File: config.mk
export PLATFORM = sky130hd
export DESIGN_NAME = bit_stuff_inserter_xl
export DESIGN_NICKNAME = d
export VERILOG_FILES = /design/src/rtl/bit_stuff_inserter_xl.sv
export SDC_FILE = /design/constraint.sdc
export NUM_CORES = 1
export LEC_CHECK = 0
export ABC_AREA = 1
export CAP_MARGIN = 15
export CORE_UTILIZATION = 55
export DETAILED_ROUTE_END_ITERATION = 6
export PLACE_DENSITY = 0.84
export SETUP_SLACK_MARGIN = 0.2
export SLEW_MARGIN = 20
export SYNTH_ARGS = -nofsm -noshare
export SYNTH_HDL_FRONTEND = slang
export SYNTH_SLANG_ARGS = --single-unit
File: constraint.sdc
create_clock -name clk -period 4.1 [get_ports clk]
set_clock_uncertainty 0.15 [all_clocks]
set_input_delay 0.41 -clock clk [delete_from_list [all_inputs] [get_ports clk]]
set_output_delay 0.41 -clock clk [all_outputs]
set_load 0.01 [all_outputs]
File: src/rtl/bit_stuff_inserter_xl.sv
// rtl/bit_stuff_inserter_xl.sv - CAN XL transmit-side dynamic/fixed bit stuffer
//
// Purpose:
//    Takes unstuffed frame bits over a valid/ready handshake, one per bit-time
//    strobe, and drives the stuffed serial stream toward the TX pin driver.
//    Dynamic region: a complement bit follows every DYN_RUN equal driven bits.
//    Fixed region: a complement bit follows every FIX_PERIOD data bits, and the
//    first bit of the fixed region is itself a fixed stuff bit.
//
// Ports:
//    clk         system clock
//    g_rst       asynchronous active-low reset
//    frm_clr     synchronous start-of-frame clear (wins over bit_en)
//    bit_en      one-cycle strobe per bit time
//    dyn_stf_en  dynamic stuffing region active
//    fix_stf_en  fixed stuffing region active (wins over dyn_stf_en)
//    din         unstuffed frame bit
//    din_valid   din holds a valid bit
//    din_ready   din is consumed on this bit_en (low while a stuff bit is due)
//    tx_out      stuffed serial output, recessive (1) after reset
//    stf_bit     tx_out currently carries an inserted stuff bit
//    run_cnt     current equal-bit run length (dynamic region)
//    fix_cnt     data bits since the last fixed stuff bit (fixed region)
//    tx_bit_cnt  bits driven this frame including stuff bits, saturating
//    underrun    sticky: a data bit was due but din_valid was low

module bit_stuff_inserter_xl #(
   parameter int DYN_RUN    = 5,
   parameter int FIX_PERIOD = 10,
   parameter int CNT_W      = 15
) (
   input  logic             clk,
   input  logic             g_rst,
   input  logic             frm_clr,
   input  logic             bit_en,
   input  logic             dyn_stf_en,
   input  logic             fix_stf_en,
   input  logic             din,
   input  logic             din_valid,
   output logic             din_ready,
   output logic             tx_out,
   output logic             stf_bit,
   output logic [2:0]       run_cnt,
   output logic [3:0]       fix_cnt,
   output logic [CNT_W-1:0] tx_bit_cnt,
   output logic             underrun
);

   localparam logic [2:0] LP_DYN_RUN  = 3'(DYN_RUN);
   localparam logic [3:0] LP_FIX_LAST = 4'(FIX_PERIOD - 1);

   logic             r_tx_out;
   logic             r_stf_bit;
   logic [2:0]       r_run_cnt;
   logic [3:0]       r_fix_cnt;
   logic [CNT_W-1:0] r_tx_bit_cnt;
   logic             r_underrun;
   logic             r_stf_pend;
   logic             r_prev_fix;
   logic             r_prev_dyn;

   logic             w_fix_rise;
   logic             w_mode_fix;
   logic             w_mode_dyn;
   logic             w_drv_bit;
   logic [2:0]       w_run_next;
   logic             w_fix_wrap;
   logic             w_cnt_sat;

   // The mode applied to a bit is the one registered on the previous clock, so
   // a mode change coincident with bit_en only takes effect on the next bit.
   assign w_fix_rise = fix_stf_en & ~r_prev_fix;
   assign w_mode_fix = r_prev_fix;
   assign w_mode_dyn = r_prev_dyn & ~r_prev_fix;

   // tx_out doubles as last_bit: a stuff bit is the complement of the last
   // driven bit, and a missing data bit is filled with recessive.
   assign w_drv_bit  = r_stf_pend ? ~r_tx_out : (din_valid ? din : 1'b1);

   // A stuff bit always opens a new run of length one.
   assign w_run_next = (r_stf_pend || (w_drv_bit != r_tx_out)) ? 3'd1
                                                                : r_run_cnt + 3'd1;
   assign w_fix_wrap = (r_fix_cnt == LP_FIX_LAST);
   assign w_cnt_sat  = &r_tx_bit_cnt;

   always_ff @(posedge clk or negedge g_rst) begin
      if (!g_rst) begin
         r_tx_out     <= 1'b1;
         r_stf_bit    <= 1'b0;
         r_run_cnt    <= '0;
         r_fix_cnt    <= '0;
         r_tx_bit_cnt <= '0;
         r_underrun   <= 1'b0;
         r_stf_pend   <= 1'b0;
         r_prev_fix   <= 1'b0;
         r_prev_dyn   <= 1'b0;
      end else if (frm_clr) begin
         r_tx_out     <= 1'b1;
         r_stf_bit    <= 1'b0;
         r_run_cnt    <= '0;
         r_fix_cnt    <= '0;
         r_tx_bit_cnt <= '0;
         r_underrun   <= 1'b0;
         r_stf_pend   <= 1'b0;
         r_prev_fix   <= 1'b0;
         r_prev_dyn   <= 1'b0;
      end else begin
         r_prev_fix <= fix_stf_en;
         r_prev_dyn <= dyn_stf_en;

         if (bit_en) begin
            r_tx_out  <= w_drv_bit;
            r_stf_bit <= r_stf_pend;
            if (!r_stf_pend && !din_valid) begin
               r_underrun <= 1'b1;
            end
            if (!w_cnt_sat) begin
               r_tx_bit_cnt <= r_tx_bit_cnt + CNT_W'(1);
            end

            if (w_mode_fix) begin
               r_run_cnt <= '0;
               if (r_stf_pend) begin
                  // Stuff bits do not advance the fixed-period counter.
                  r_stf_pend <= 1'b0;
               end else if (w_fix_wrap) begin
                  r_fix_cnt  <= '0;
                  r_stf_pend <= 1'b1;
               end else begin
                  r_fix_cnt <= r_fix_cnt + 4'd1;
               end
            end else if (w_mode_dyn) begin
               r_fix_cnt  <= '0;
               r_run_cnt  <= w_run_next;
               r_stf_pend <= (w_run_next == LP_DYN_RUN);
            end else begin
               r_run_cnt  <= '0;
               r_fix_cnt  <= '0;
               r_stf_pend <= 1'b0;
            end
         end else if (!dyn_stf_en && !fix_stf_en) begin
            // Leaving stuffing altogether drops any stuff bit still owed.
            r_stf_pend <= 1'b0;
         end

         // Entering the fixed region always starts with a fixed stuff bit.
         if (w_fix_rise) begin
            r_stf_pend <= 1'b1;
            r_run_cnt  <= '0;
            r_fix_cnt  <= '0;
         end
      end
   end

   assign din_ready  = ~r_stf_pend;
   assign tx_out     = r_tx_out;
   assign stf_bit    = r_stf_bit;
   assign run_cnt    = r_run_cnt;
   assign fix_cnt    = r_fix_cnt;
   assign tx_bit_cnt = r_tx_bit_cnt;
   assign underrun   = r_underrun;

endmodule

==> run_results.csv <==
group,metric,value,unit
cts,htree_num_levels,1,
drt,highest-signal-layer,"met4",
global_route,first_pass_grt_wire_length,6472,um
global_route,antenna_found_initial,0,
sta,timing.fmax,485.3,MHz
outcome,violations,"DRC",
drt,detail_route.wl_per_cell,12.98,um
cts,tritoncts,"done",
sta,slew_violations,0,
cts,cts.clk_slew.worst_paths,150,ps
die,number_of_top_level_pins,34,
die,row_count,19,
global_route,grt_usage,0.2504,
global_route,first_global_vias,1459,
drt,routedLengthMet1,1746,um
drt,viasPerCell,5.532,
layout,total_area_of_multi_input_combinational_cells,864.6,um^2
die,die_w,57.65,um
drt,drt_drc_violations_left,4,
pwr,ir_worst_vdd,0.2196,mV
sta,report.final.hold_viol_count,0,
critical_path,worst-path-max-fanout,6,
yosys,syn_area,1703,um^2
cts,post-cts-setup-buffer-count,0,
yosys,synthesis.nets,229,
outcome,run_status,"finished, violations left",
drt,routed-wl-met3,202,um
place,placement.io_buffers,33,
layout,area.sequential,701.9,um^2
critical_path,crit_path_top_delay_cell,"clkdlybuf4s50_1",
critical_path,arrival,1500,ps
cts,library_cell_used_as_clock_root_buffer,"clkbuf_4",
critical_path,path_class,"register to output port",
drt,detail_route.iter0.violations,82,
pwr,power.static_leakage,0.0008941,uW
sta,grt_setup_unrepaired,"false",
layout,layout.filler_cells,235,
drt,met2_wirelength,1675,um
yosys,synth_seq_cells,28,
cts,clkLatencyLatePin,330,ps
layout,num_antenna_cells,0,
critical_path,crit_path_cell_trace,"inv_1 > clkdlybuf4s50_1",
sta,tightestPinTransition,526.3,ps
critical_path,crit_buf_inv,2,
worst_hold_path,hold_path_class,"input port to async pin",
sta,maxSlewHeadroom,0.6480,
cts,clock-sinks,28,
yosys,yosysWarnings,0,
critical_path,cp.required,3540,ps
cts,max-clock-path-buffers,2,
die,initial_utilization,0.5969,
place,routabilityCongestion,0.8573,
cts,numCtsBuffers,3,
job,max_cap_violations,0,
sta,finalCriticalPeriod,2061,ps
die,floorplan.die_area,3323,um^2
critical_path,worst-r2r-setup-slack,2140,ps
layout,layout-area-overhead-vs-synth,21.16,%
critical_path,timing.critical_path.max_delay_family,"buffers and inverters",
yosys,avgSynthCellArea,7.847,um^2
pwr,powerDensity,256.4,nW/um^2
critical_path,startpoint_type,"register",
layout,layout.core_utilization,0.7232,
cts,post_cts_hold_buffer_count,0,
critical_path,max_stage_delay,550,ps
sta,fin_crit_sh,0.5026,
critical_path,cp-end-kind,"output port",
place,dp_hpwl,2643,um
cts,post_cts_resize_count,0,
drt,vias,1560,
sta,setup_tns,0,ps
drt,route.antenna.remaining_nets,0,
sta,setup_viol_count_final,0,
die,core,2853,um^2
layout,final_layout_size_suffix_gt1_frac,0.1195,
global_route,pin_count_of_the_biggest_net_entering_global_routing,29,
yosys,syn-instance-count,217,
global_route,grt_overflow_total,0,
yosys,synth.lib_cells_used.distinct,30,
drt,1st_pass_router_iterations,6,
die,die-height,57.65,um
yosys,seq_area_frac_synth,0.4122,
layout,finish.net_count,264,
drt,drt-total-wl,3660,um
-- power by group --
| group | leakage, uW | switching (uW) | internal [uW] |
|---|---|---|---|
| combinational | 0.000499 | 56.2 | 47.4 |
| clock | 0.0000150 | 82.4 | 38.2 |
| sequential | 0.000380 | 15.0 | 290 |
| total | 0.000894 | 154 | 375 |
-- layout make-up --
| class | count | area share |
|---|---|---|
| Sequential cell | 28 | 0.3402 |
| Multi-Input combinational cell | 160 | 0.4190 |
| Inverter | 25 | 0.04548 |
| Tap cell | 31 | 0.01880 |
| Clock buffer | 4 | 0.01273 |
| Timing Repair Buffer | 34 | 0.1637 |
-- sequential cells by signal, summed over array words and instances (netlist names) --
signal      count
run_cnt         3
fix_cnt         4
r_prev_dyn      1
r_stf_pend      1
tx_out          1
stf_bit         1
underrun        1
r_prev_fix      1
tx_bit_cnt     15
-- worst reg2reg max path, delay by kind of cell, from the launching register on --
family / cells / cell delay, ps
buffers and inverters: 2 / 290
and+or+nand+nor: 4 / 670
DFF: 1 / 470
adders and majority gates: 1 / 230
AOI/OAI and AO/OA: 1 / 60
-- placed cells by master (no fill, tap or decap), drive strengths merged --
cell type      synthesis  layout
dfstp                  1       1
a21oi                  7       7
o21ai                 16      16
or2                    1       1
xor2                   5       5
nor2                  26      26
inv                   25      25
nand4                  5       5
a221o                  1       1
buf                    2       1
a31oi                  1       1
ha                     4       4
nand2                 58      58
o21bai                 2       2
nand3                 26      26
clkbuf                 2       4
dfrtp                 27      27
o31ai                  1       1
o22ai                  2       2
clkdlybuf4s50          0      33
nor3                   5       5
-- per-stage QoR --
step / hold slack (ps) / setup slack, ps / cells / power (uW) / cell area (um^2)
6_report: 284.8 / 2039 / 282 / 529.1 / 2063
3_5_place_dp: 338.4 / 1707 / 278 / 413.8 / 2037
5_1_grt: 313.0 / 1920 / 282 / 557.9 / 2063
4_1_cts: 285.7 / 2042 / 282 / 534.7 / 2063
3_3_place_gp: 334.0 / 1765 / 278 / 412.5 / 2037
2_1_floorplan: -35.59 / 2538 / 217 / 367.4 / 1703
-- logic make-up (layout without fill, tap and decap cells) --
logic type               after synthesis  after routing  share of synthesized area
AO/OA/AOI/OAI                         30             30                     0.1176
XOR/XNOR                               5              5                    0.02572
adder cells (fa/ha/maj)                4              4                    0.02939
buffers and inverters                 29             63                    0.08009
flip-flops                            28             28                     0.4122
AND/OR/NAND/NOR                      121            121                     0.3350
-- metal layers --
| layer | GRT usage | vias up |
|---|---|---|
| met3 | 0.05134 | 4 |
| met4 | 0.08014 | 0 |
| li1 | - | 781 |
| met2 | 0.3854 | 50 |
| met5 | 0 | - |
| met1 | 0.3568 | 725 |
-- synthesized netlist by cell type, drive strengths merged --
cell type  count  area, um^2
dfstp          1       26.28
clkbuf         2       7.510
nand3         26       130.1
nor2          26       125.1
buf            2       35.03
xor2           5       43.79
or2            1       6.260
nor3           5       30.03
inv           25       93.84
a31oi          1       6.260
ha             4       50.05
nand4          5       46.29
o21bai         2       15.01
o31ai          1       7.510
o21ai         16       113.9
a21oi          7       35.03
o22ai          2       12.51
dfrtp         27       675.7
a221o          1       10.01
nand2         58       232.7
-- path summary, 6_finish.rpt --
check / endpoint / depth (start not counted) / from
max: din_ready / 2 / r_stf_pend
min: run_cnt[0] / 2 / g_rst
max reg2reg: tx_bit_cnt[0] / 8 / tx_bit_cnt[0]
min reg2reg: underrun / 2 / underrun
max in group asynchronous: tx_out / 2 / g_rst
min in group clk: underrun / 2 / underrun
Note: power is estimated with default switching activity, not from simulation.
==> RTL change: new RTL, same flow settings <==
One comparison of `r_fix_cnt` changes from == to >=.
--- a/src/rtl/bit_stuff_inserter_xl.sv
+++ b/src/rtl/bit_stuff_inserter_xl.sv
@@ -81,5 +81,5 @@
    assign w_run_next = (r_stf_pend || (w_drv_bit != r_tx_out)) ? 3'd1
                                                                 : r_run_cnt + 3'd1;
-   assign w_fix_wrap = (r_fix_cnt == LP_FIX_LAST);
+   assign w_fix_wrap = (r_fix_cnt >= LP_FIX_LAST);
    assign w_cnt_sat  = &r_tx_bit_cnt;
 
Check against the original RTL: no difference found for any inputs over 10 cycles, from zero or initial values and one cycle with g_rst low; that may be too few to reach the edited logic, so the function may still have changed.
==> RTL change against the unedited design <==
- the flow still finishes with violations (DRC)
- synthesized cell count fell by 4.6%
- worst setup slack lost 0.15 ns
- wire length fell by 7.0%
- total power is 4.7% lower
- area after synthesis decreased by 2.7%
- design area shrank 0.61%
- utilization increased by 0.78 points
- sequential cell count is the same
- critical path type is now flop to flop
- critical endpoint is now tx_bit_cnt[8]
==> RTL change: results <==
[power_and_ir_drop]
power.leakage_uw = 0.000867
peakVddDrop_mv = 0.233

[synth]
ys.flop_type = dfrtp_1
yosysUniqueCellTypes = 31
async_flop_share = 1.00
synthesis.nets = 220
synth_warnings = 0
seq_area_frac_synth = 0.424
ys_top_cells_by_area = dfrtp_1 (41%), nand2_1 (9.3%), inv_1 (6.8%), nand4_1 (4.5%), ha_1 (3.8%)
synthTopCellsByCount = nand2_1 (41), inv_1 (30), dfrtp_1 (27), nor2_1 (16), nand4_1 (12)
synth_edf_count = 0

[routing]
drcViolationCount = 6
drt-initial-drc-count = 60
drt_first_pass_iters = 6
wl_um = 3410
avgViaCountPerCell = 5.39

[sta]
tightest_slew_ns = 0.813

[final_layout]
antenna_cells = 0
drive_gt1_frac = 0.132
largest_reg_flops = 15
n_fill_cell = 220
layout.nets = 257

[global_routing]
grt_usage = 0.221
grt_pass1_vias = 1301
grt_pass1_wl_um = 5640
grt_start_max_net_pins = 23
antenna_found_initial = 0
grt_overflow_total = 0

[min_path]
hold_path_class = flop to flop

[clock_network]
cts_made_buffers = 3
cts_setup_buffers = 0
clock_path_buffers = 2
cts-root-buf = clkbuf_4
clock_latency_ns = 0.33
htree_levels = 1
cts_resized = 0
clk_pin_slew_ns = 0.15

[place]
port_buffers = 33
place_ws_ns = 1.58
place_congestion = 0.879
dpl.hpwl_um = 2570

[outcome]
violations = DRC
status = finished, violations left

[setup_path]
crit_fanout = 15
cp.arrival_ns = 2.34
[RTL change: layout make-up]
class / count / area (um^2) / share of cell area
inverter: 34 / 128 / 0.0622
multi-input combinational: 142 / 803 / 0.392
clock buffer: 4 / 36.3 / 0.0177
timing repair buffer: 35 / 343 / 0.167
sequential: 28 / 702 / 0.342
tap: 31 / 38.8 / 0.0189
[RTL change: stage by stage]
stage / util / cells / instance area [um^2]
CTS: 0.729 / 273 / 2050
finish: 0.731 / 274 / 2050
floorplan: - / 207 / 1660
global route: 0.731 / 274 / 2050
global placement: 0.716 / 269 / 2010
detailed placement: 0.716 / 269 / 2010
[RTL change: worst max-delay path, cell delays in order (launching register included)]
cell	delay, ns
dfrtp_1	0.48
ha_1	0.27
nand3_2	0.13
nor2_1	0.07
nand2_2	0.11
nor2_2	0.04
nor2_2	0.62
nand4_1	0.20
o21ai_2	0.10
[RTL change: final timing paths]
| kind | depth (start not counted) | endpoint | from | slack [ns] |
|---|---|---|---|---|
| min in group asynchronous | 2 | fix_cnt[2] | g_rst | 0.39 |
| hold reg to reg | 2 | underrun | underrun | 0.37 |
| max in group asynchronous | 3 | tx_out | g_rst | 2.84 |
| hold / removal | 2 | underrun | underrun | 0.37 |
| setup / recovery | 8 | tx_bit_cnt[8] | tx_bit_cnt[0] | 1.89 |
| setup reg to reg | 8 | tx_bit_cnt[8] | tx_bit_cnt[0] | 1.89 |
[RTL change: kinds of logic (layout without fill, tap and decap cells)]
group,Yosys count,in the layout,share of synthesized area
buf+inv,37,73,0.0914
simple gates,97,97,0.286
fa+ha+maj,5,5,0.0378
xor+xnor,3,3,0.0159
flops,28,28,0.424
compound gates,37,37,0.146
[RTL change: where the power goes]
| part | leakage (uW) | internal [uW] | switching, uW | total [uW] |
|---|---|---|---|---|
| Sequential | 0.000381 | 285 | 9.49 | 294 |
| Combinational | 0.000466 | 31.2 | 41.2 | 72.4 |
| Clock | 0.0000210 | 54.4 | 83.1 | 138 |
[RTL change: per-layer routing]
metal / track usage / vias to the layer above / part of all wire
li1: - / 758 / -
met1: 0.325 / 680 / 0.50
met2: 0.338 / 36 / 0.45
met3: 0.0438 / 2 / 0.041
met4: 0.0488 / 0 / 0.0062
met5: 0 / - / 0
